--- src/rtl/uart_tx_fifo.sv ---
// uart_tx_fifo: UART transmitter fed by a small word FIFO.
// Queued words go out back-to-back; parity mode and stop-bit count are parameters.
`timescale 1ns/1ps
module uart_tx_fifo #(
  parameter int CLK_FREQ    = 24000000,
  parameter int BAUD_RATE   = 8000000,
  parameter int DATA_BITS   = 8,
  parameter int PARITY_MODE = 1,
  parameter int STOP_BITS   = 1,
  parameter int FIFO_DEPTH  = 4
) (
  input  logic                          clk,
  input  logic                          reset,
  input  logic [DATA_BITS-1:0]          data_in,
  input  logic                          data_valid,
  output logic                          data_ready,
  output logic                          tx,
  output logic                          tx_busy,
  output logic [$clog2(FIFO_DEPTH):0]   fifo_count
);

  localparam int CPB   = CLK_FREQ / BAUD_RATE;
  localparam int CNT_W = (CPB > 1) ? $clog2(CPB) : 1;
  localparam int PTR_W = (FIFO_DEPTH > 1) ? $clog2(FIFO_DEPTH) : 1;
  localparam int CW    = $clog2(FIFO_DEPTH) + 1;

  localparam logic [CNT_W-1:0] CNT_LAST  = CNT_W'(CPB - 1);
  localparam logic [3:0]       DATA_LAST = 4'(DATA_BITS - 1);
  localparam logic [3:0]       STOP_LAST = 4'(STOP_BITS - 1);
  localparam logic [CW-1:0]    FULL      = CW'(FIFO_DEPTH);

  typedef enum logic [2:0] {IDLE, START, DATA, PARITY, STOP} state_t;

  state_t                 state_q, state_d;
  logic [CNT_W-1:0]       cnt_q, cnt_d;
  logic [3:0]             bit_q, bit_d;
  logic [DATA_BITS-1:0]   shift_q, shift_d;
  logic                   par_q, par_d;
  logic                   tx_q, tx_d;
  logic                   busy_q, busy_d;
  logic                   ready_q, ready_d;
  logic [CW-1:0]          count_q, count_d;
  logic [PTR_W-1:0]       wr_ptr_q, wr_ptr_d;
  logic [PTR_W-1:0]       rd_ptr_q, rd_ptr_d;
  logic [DATA_BITS-1:0]   mem_q [FIFO_DEPTH];

  logic                   push;
  logic                   pop;
  logic                   bit_end;
  logic [DATA_BITS-1:0]   head;

  // Parity of a word as it will appear on the line (even or odd sense).
  function automatic logic parity_f(input logic [DATA_BITS-1:0] w);
    logic p;
    p = ^w;
    if (PARITY_MODE == 2) p = ~p;
    return p;
  endfunction

  assign head    = mem_q[rd_ptr_q];
  assign bit_end = (cnt_q == CNT_LAST);
  assign push    = data_valid && ready_q;

  // Next-state logic: frame sequencing, bit timing and FIFO bookkeeping.
  always_comb begin
    state_d  = state_q;
    cnt_d    = bit_end ? '0 : cnt_q + CNT_W'(1);
    bit_d    = bit_q;
    shift_d  = shift_q;
    par_d    = par_q;
    tx_d     = tx_q;
    pop      = 1'b0;
    count_d  = count_q;
    wr_ptr_d = wr_ptr_q;
    rd_ptr_d = rd_ptr_q;

    unique case (state_q)
      IDLE: begin
        cnt_d = '0;
        if (count_q != '0) begin
          pop     = 1'b1;
          state_d = START;
          shift_d = head;
          par_d   = parity_f(head);
          tx_d    = 1'b0;
        end
      end
      START: begin
        if (bit_end) begin
          state_d = DATA;
          bit_d   = '0;
          tx_d    = shift_q[0];
          shift_d = shift_q >> 1;
        end
      end
      DATA: begin
        if (bit_end) begin
          if (bit_q == DATA_LAST) begin
            bit_d = '0;
            if (PARITY_MODE != 0) begin
              state_d = PARITY;
              tx_d    = par_q;
            end else begin
              state_d = STOP;
              tx_d    = 1'b1;
            end
          end else begin
            bit_d   = bit_q + 4'd1;
            tx_d    = shift_q[0];
            shift_d = shift_q >> 1;
          end
        end
      end
      PARITY: begin
        if (bit_end) begin
          state_d = STOP;
          bit_d   = '0;
          tx_d    = 1'b1;
        end
      end
      STOP: begin
        if (bit_end) begin
          if (bit_q == STOP_LAST) begin
            // Chain straight into the next frame so there is no idle gap.
            if (count_q != '0) begin
              pop     = 1'b1;
              state_d = START;
              shift_d = head;
              par_d   = parity_f(head);
              tx_d    = 1'b0;
            end else begin
              state_d = IDLE;
              tx_d    = 1'b1;
            end
          end else begin
            bit_d = bit_q + 4'd1;
          end
        end
      end
      default: begin
        state_d = IDLE;
        tx_d    = 1'b1;
      end
    endcase

    if (push) wr_ptr_d = wr_ptr_q + PTR_W'(1);
    if (pop)  rd_ptr_d = rd_ptr_q + PTR_W'(1);
    unique case ({push, pop})
      2'b10:   count_d = count_q + CW'(1);
      2'b01:   count_d = count_q - CW'(1);
      default: count_d = count_q;
    endcase

    busy_d  = (state_d != IDLE);
    ready_d = (count_d != FULL);
  end

  // Control registers; reset aborts any frame and flushes the queue.
  always_ff @(posedge clk) begin
    if (reset) begin
      state_q  <= IDLE;
      cnt_q    <= '0;
      bit_q    <= '0;
      tx_q     <= 1'b1;
      busy_q   <= 1'b0;
      ready_q  <= 1'b1;
      count_q  <= '0;
      wr_ptr_q <= '0;
      rd_ptr_q <= '0;
    end else begin
      state_q  <= state_d;
      cnt_q    <= cnt_d;
      bit_q    <= bit_d;
      tx_q     <= tx_d;
      busy_q   <= busy_d;
      ready_q  <= ready_d;
      count_q  <= count_d;
      wr_ptr_q <= wr_ptr_d;
      rd_ptr_q <= rd_ptr_d;
    end
  end

  // Datapath registers: shifter, latched parity and FIFO storage.
  always_ff @(posedge clk) begin
    shift_q <= shift_d;
    par_q   <= par_d;
    if (push && !reset) mem_q[wr_ptr_q] <= data_in;
  end

  assign tx         = tx_q;
  assign tx_busy    = busy_q;
  assign data_ready = ready_q;
  assign fifo_count = count_q;

endmodule

--- config.mk ---
export PLATFORM = sky130hd
export DESIGN_NAME = uart_tx_fifo
export DESIGN_NICKNAME = d
export VERILOG_FILES = /design/src/rtl/uart_tx_fifo.sv
export SDC_FILE = /design/constraint.sdc
export NUM_CORES = 1
export LEC_CHECK = 0
export CORE_ASPECT_RATIO = 2
export CORE_MARGIN = 2
export CORE_UTILIZATION = 40
export CTS_CLUSTER_DIAMETER = 150
export DETAILED_ROUTE_END_ITERATION = 10
export HOLD_SLACK_MARGIN = 0.02
export PLACE_DENSITY_LB_ADDON = 0.3
export SETUP_SLACK_MARGIN = 0.5
export SYNTH_ARGS = -nofsm -noshare
export SYNTH_HDL_FRONTEND = slang
export SYNTH_SLANG_ARGS = --single-unit
--- constraint.sdc ---
create_clock -name clk -period 3.8 [get_ports clk]
set_input_delay 0.38 -clock clk [delete_from_list [all_inputs] [get_ports clk]]
set_output_delay 0.38 -clock clk [all_outputs]
set_load 0.01 [all_outputs]
* Word-level counts from Yosys, hierarchy flattened
Memory sizes are Yosys's and may differ from the RTL's. A register that Yosys moved wholly into a read port is not among the register bits. Index checks and enable logic that the tools add are counted.
Operators by class: add/subtract/negate cells 6, equal/unequal tests 18, muxes and demuxes 44, reductions and logical operators 17
Operators by type and width (count):
- 8-bit two-way mux | 6
- 8-bit case mux with 4 select lines | 1
- 3-bit two-way mux | 7
- 4-bit two-way mux | 5
- 1-bit two-way mux | 17
- 2-bit inequality test (second input constant) | 8
- 3-bit case mux with 5 select lines | 1
- 4-bit case mux with 3 select lines | 1
- 6-bit AND reduction | 2
- 3-bit nonzero test | 3
- 8-bit XOR reduction | 1
- 2-bit by 1-bit adder with 2-bit output (second input constant) | 3
- 3-bit by 2-bit == test with 1-bit output (second input constant) | 2
- 3-bit case mux with 2 select lines | 1
- 1-bit case mux with 5 select lines | 1
- 5-bit AND reduction | 1
- 4-bit by 1-bit adder with 4-bit output (second input constant) | 1
- 2-bit == test (second input constant) | 2
- 4-bit by 3-bit == test with 1-bit output (second input constant) | 1
- 4-bit logical NOT | 1
- 2-bit two-way mux | 2
- 1-bit case mux with 2 select lines | 2
- 4-bit nonzero test | 1
- 3-bit by 1-bit adder with 3-bit output (second input constant) | 1
- other kinds (13) | 14
Storage, ports and cells: flip-flop bits (word level) 28, bits in writable memories 32, bits of input ports 11, output and inout bits 6, memories kept 1
Memories:
- mem_q | depth 4, bits a word 8, read ports 1, clocked after Yosys merged registers in 1, write ports 1, line 45 | logic [DATA_BITS-1:0] mem_q [FIFO_DEPTH];

* Depth between registers and ports, before layout
word-level depth 8, gate-level depth with buffers 11

* Least setup slack after synthesis
Ideal clock, no wire load.
path type register to register, start register cnt_q[0], end register ready_q, in the netlist data_ready, library setup time 0.118 ns, arrival time 2.559 ns, setup slack 1.124 ns, cell stages (with the launch flop) 12, period minus slack after synthesis 2.676 ns, cells stage by stage dfxtp_1 > inv_1 > ha_1 > nand4bb_1 > a2111oi_4 > ha_1 > inv_1 > fa_1 > xor2_1 > or3_1 > a21oi_1 > nand2b_1
On the way: word-level cells in the longest chain between the ends 6, elaborated cells on any way between the ends 7, those cells by class eq/ne: 4; mux: 3
RTL lines:
- start, declared | line 35 | logic [CNT_W-1:0] cnt_q, cnt_d;
- start signal, assigned | line 172 | cnt_q <= cnt_d;
- 2-bit == test * | line 61 | assign bit_end = (cnt_q == CNT_LAST);
- 1-bit two-way mux * | line 122 | if (bit_end) begin
- 1-bit case mux with 2 select lines * | line 77 | unique case (state_q)
- via pop | line 48 | logic pop;
- 2-bit by 1-bit == test with 1-bit output or 2-bit == test (tied branches) | line 148 | unique case ({push, pop})
- 3-bit case mux with 2 select lines * | line 148
- 3-bit inequality test * | line 155 | ready_d = (count_d != FULL);
- end signal, assigned | line 176 | ready_q <= ready_d;
- end, declared | line 41 | logic ready_q, ready_d;
The timed path passes the listed nets; every way through them passes the cells marked *. A chain may end at the register's enable or synchronous reset.

* Worst setup path after layout
Same ends and word-level chain as after synthesis.

==> flow_summary.json <==
{
  "final_cell_count_no_fill": 327,
  "grt_overflow_total": 0,
  "startpoint_type": "flop",
  "cts_max_level": 3,
  "post_synthesis_async_set_or_reset_flop_share_pct": 0,
  "route.detailed.vias_per_inst": 5.26,
  "cts_root_buf": "sky130_fd_sc_hd__clkbuf_16",
  "cp-end-kind": "flop",
  "final_nets": 253,
  "cts-buffers-inserted": 9,
  "holdCritPathClass": "reg2reg",
  "critical_path_cell_list": "inv_1 -> ha_2 -> nand4bb_1 -> a2111oi_4 -> ha_1 -> inv_1 -> fa_1 -> xor2_1 -> or3_1 -> a21oi_1 -> nand2b_1",
  "drtIter0Drc": 149,
  "insertedDiodeCount": 0,
  "synth_seq_area_share_pct": 59.0,
  "grtUsageTotal_pct": 14.5,
  "grt_setup_unrepaired": "false",
  "wl_mm": 4.85,
  "cts.sink_count": 62,
  "max_cap_violations": 0,
  "die_w_um": 63.2,
  "drt_first_pass_iters": 4,
  "synth_edf_count": 41,
  "cp_data_arrival_time_ps": 3260,
  "status": "finished, final reports clean",
  "syn-num-nets": 234,
  "crit_start": "cnt_q[0]$_SDFF_PP0_",
  "ir_worst_vdd_mv": 0.367,
  "initial_core_util_pct": 41.0,
  "worst_pin_slew_ps": 704,
  "vias": 1719,
  "leakage_nw": 1.11,
  "number_of_antenna_violations_at_the_first_check_in_global_routing": 0,
  "source_of_the_worst_register_to_register_timing_path": "cnt_q[0]$_SDFF_PP0_",
  "cp_slowest_cell": "sky130_fd_sc_hd__a2111oi_4",
  "cts_buffer_depth": 2,
  "drc_errors": 0,
  "synth_ff_type": "sky130_fd_sc_hd__edfxtp_1",
  "grt_pass1_vias": 1731,
  "ios": 17,
  "achievable-frequency_mhz": 328,
  "finish.instance_area_mm2": 0.00332,
  "relative_slew_margins_pct": 52.9,
  "place_ws_ps": 580,
  "beginning_of_the_worst_hold_path": "cnt_q[0]$_SDFF_PP0_",
  "postSynthRegisterBits": 62,
  "grt_start_max_net_pins": 21,
  "rows": 43,
  "timing.final.crit_share_pct": 80.3,
  "drive_above_1_share_pct": 12.7,
  "timing.final.setup_violations": 0,
  "fin_crit_ps": 3050,
  "timing.final.hold_violations": 0,
  "tritoncts_clock_tree": "done",
  "cp_common_cell": "sky130_fd_sc_hd__inv_1",
  "cellPowerDensity_mw_per_mm2": 779,
  "worst-endpoint-required_ps": 4010,
  "antenna_left": 0,
  "fin_worst_skew_ps": 5.49,
  "place.detailed.instances": 312,
  "layout.filler_cells": 624,
  "area.growth.synth_to_final_pct": 18.6,
  "timing.critical_path.slowest_cell_delay_ps": 470,
  "finalWorstSetupSlack_ps": 748,
  "clock_transition_time_at_the_flip_flop_clock_pins_of_the_worst_setup_and_hold_paths_ps": 50,
  "yosys_warnings": 0,
  "timing.setup.tns_ps": 0,
  "cp_max_fo": 14,
  "timing_worst_setup_path_type": "reg2reg",
  "clkLatencyLatePin_ps": 320,
  "syn_avg_cell_area_um2": 13.1,
  "globalplace.congestion": 0.823,
  "hpwlAfterDp_mm": 3.30,
  "synthDistinctLibCells": 49,
  "design.core.area_mm2": 0.00683,
  "drt-wirelength-per-cell_um": 14.8,
  "synthesized_cell_area_mm2": 0.00280,
  "final-max-slew-violation-count": 0,
  "die_height_um": 122,
  "place_area_mm2": 0.00304,
  "grt_pass1_wl_mm": 8.40,
  "portBuffers": 16,
  "synthCells": 214,
  "fp.dieArea_mm2": 0.00772,
  "cts_hold_buf": 0
}
## layout make-up
type | count | area, um2 | area share [%]
Tap cell | 90 | 113 | 3.39
Sequential cell | 62 | 1650 | 49.7
Clock inverter | 5 | 51.3 | 1.54
Clock buffer | 10 | 229 | 6.90
Inverter | 12 | 45.0 | 1.36
Timing Repair Buffer | 18 | 175 | 5.28
Multi-Input combinational cell | 130 | 1060 | 31.8
## cell usage in the layout, fill, tap and decap left out, types with 8 or more instances in the layout
| cell type | n |
|---|---|
| sky130_fd_sc_hd__dfxtp_1 | 21 |
| sky130_fd_sc_hd__clkdlybuf4s50_1 | 16 |
| sky130_fd_sc_hd__nor2_1 | 11 |
| sky130_fd_sc_hd__a21oi_1 | 12 |
| sky130_fd_sc_hd__edfxtp_1 | 41 |
| sky130_fd_sc_hd__clkbuf_16 | 9 |
| sky130_fd_sc_hd__inv_1 | 11 |
| sky130_fd_sc_hd__xnor2_1 | 10 |
| sky130_fd_sc_hd__mux4_2 | 8 |
| sky130_fd_sc_hd__nand3_1 | 8 |
## path summary, 6_finish.rpt
kind / endpoint / slack [ps] / depth (start not counted)
setup reg to reg: data_ready$_SDFF_PP1_ / 750 / 11
hold / removal: cnt_q[0]$_SDFF_PP0_ / 420 / 1
hold reg to reg: cnt_q[0]$_SDFF_PP0_ / 420 / 1
setup / recovery: data_ready$_SDFF_PP1_ / 750 / 11
## state kept, by name, indices dropped and copies added (netlist names), named ones only
register	count
rd_ptr_q	2
shift_q	8
cnt_q	2
data_ready	1
mem_q	32
tx_busy	1
bit_q	4
state_q	3
par_q	1
fifo_count	3
tx	1
wr_ptr_q	2
## report_power, final
| group | leakage (nW) | switching, mW | internal [mW] |
|---|---|---|---|
| Combinational | 0.426 | 0.407 | 0.408 |
| Clock | 0.136 | 0.265 | 0.498 |
| Sequential | 0.552 | 0.108 | 0.901 |
## synth_stat cells, drive strengths merged, types with 3 or more instances
library cell	number	area, um2
xnor2	10	87.6
nor3	4	20.0
buf	6	33.8
nand2	6	22.5
nor3b	3	22.5
a211oi	3	22.5
nor2b	3	18.8
clkbuf	4	15.0
nand3	8	40.0
dfxtp	21	420
mux4	8	180
a21oi	12	60.1
xor2	3	26.3
ha	8	100
nor2	12	47.6
a22o	7	61.3
and2	4	25.0
edfxtp	41	1230
inv	12	45.0
o21ai	7	35.0
## routing by layer
layer | vias up | wire length [um] | GRT usage [%]
li1 | 845 | - | -
met1 | 827 | 2150 | 17.9
met2 | 32 | 2400 | 22.3
met3 | 15 | 168 | 4.40
met4 | 0 | 135 | 8.75
met5 | - | 0 | 0
## stage by stage
stage | util, % | total power [mW] | hold WS, ps
6_report | 48.6 | 2.59 | 424
4_1_cts | 48.6 | 2.61 | 425
3_5_place_dp | 44.5 | 1.84 | 418
3_3_place_gp | 44.5 | 1.82 | 408
2_1_floorplan | - | 1.60 | 400
5_1_grt | 48.6 | 2.75 | 463
## logic make-up after synthesis
family          synth area share [%]
flops                           59.0
simple gates                    10.7
compound gates                  11.4
buf+inv                         3.35
xor+xnor                        4.07
mux                             7.15
fa+ha+maj                       4.29
## timing repair
item / CTS / global route
buffers inserted: 0 / 0
endpoints found under the setup margin: 0 / 2
resized for setup: 0 / 1
## worst max-delay path: cells and delay by family, from the launching register on
| family | cells | cell delay (ps) |
|---|---|---|
| compound gates | 2 | 660 |
| xor+xnor | 1 | 170 |
| fa+ha+maj | 3 | 970 |
| buf+inv | 2 | 120 |
| flops | 1 | 300 |
| simple gates | 3 | 720 |
(Power assumes the default switching activity.)
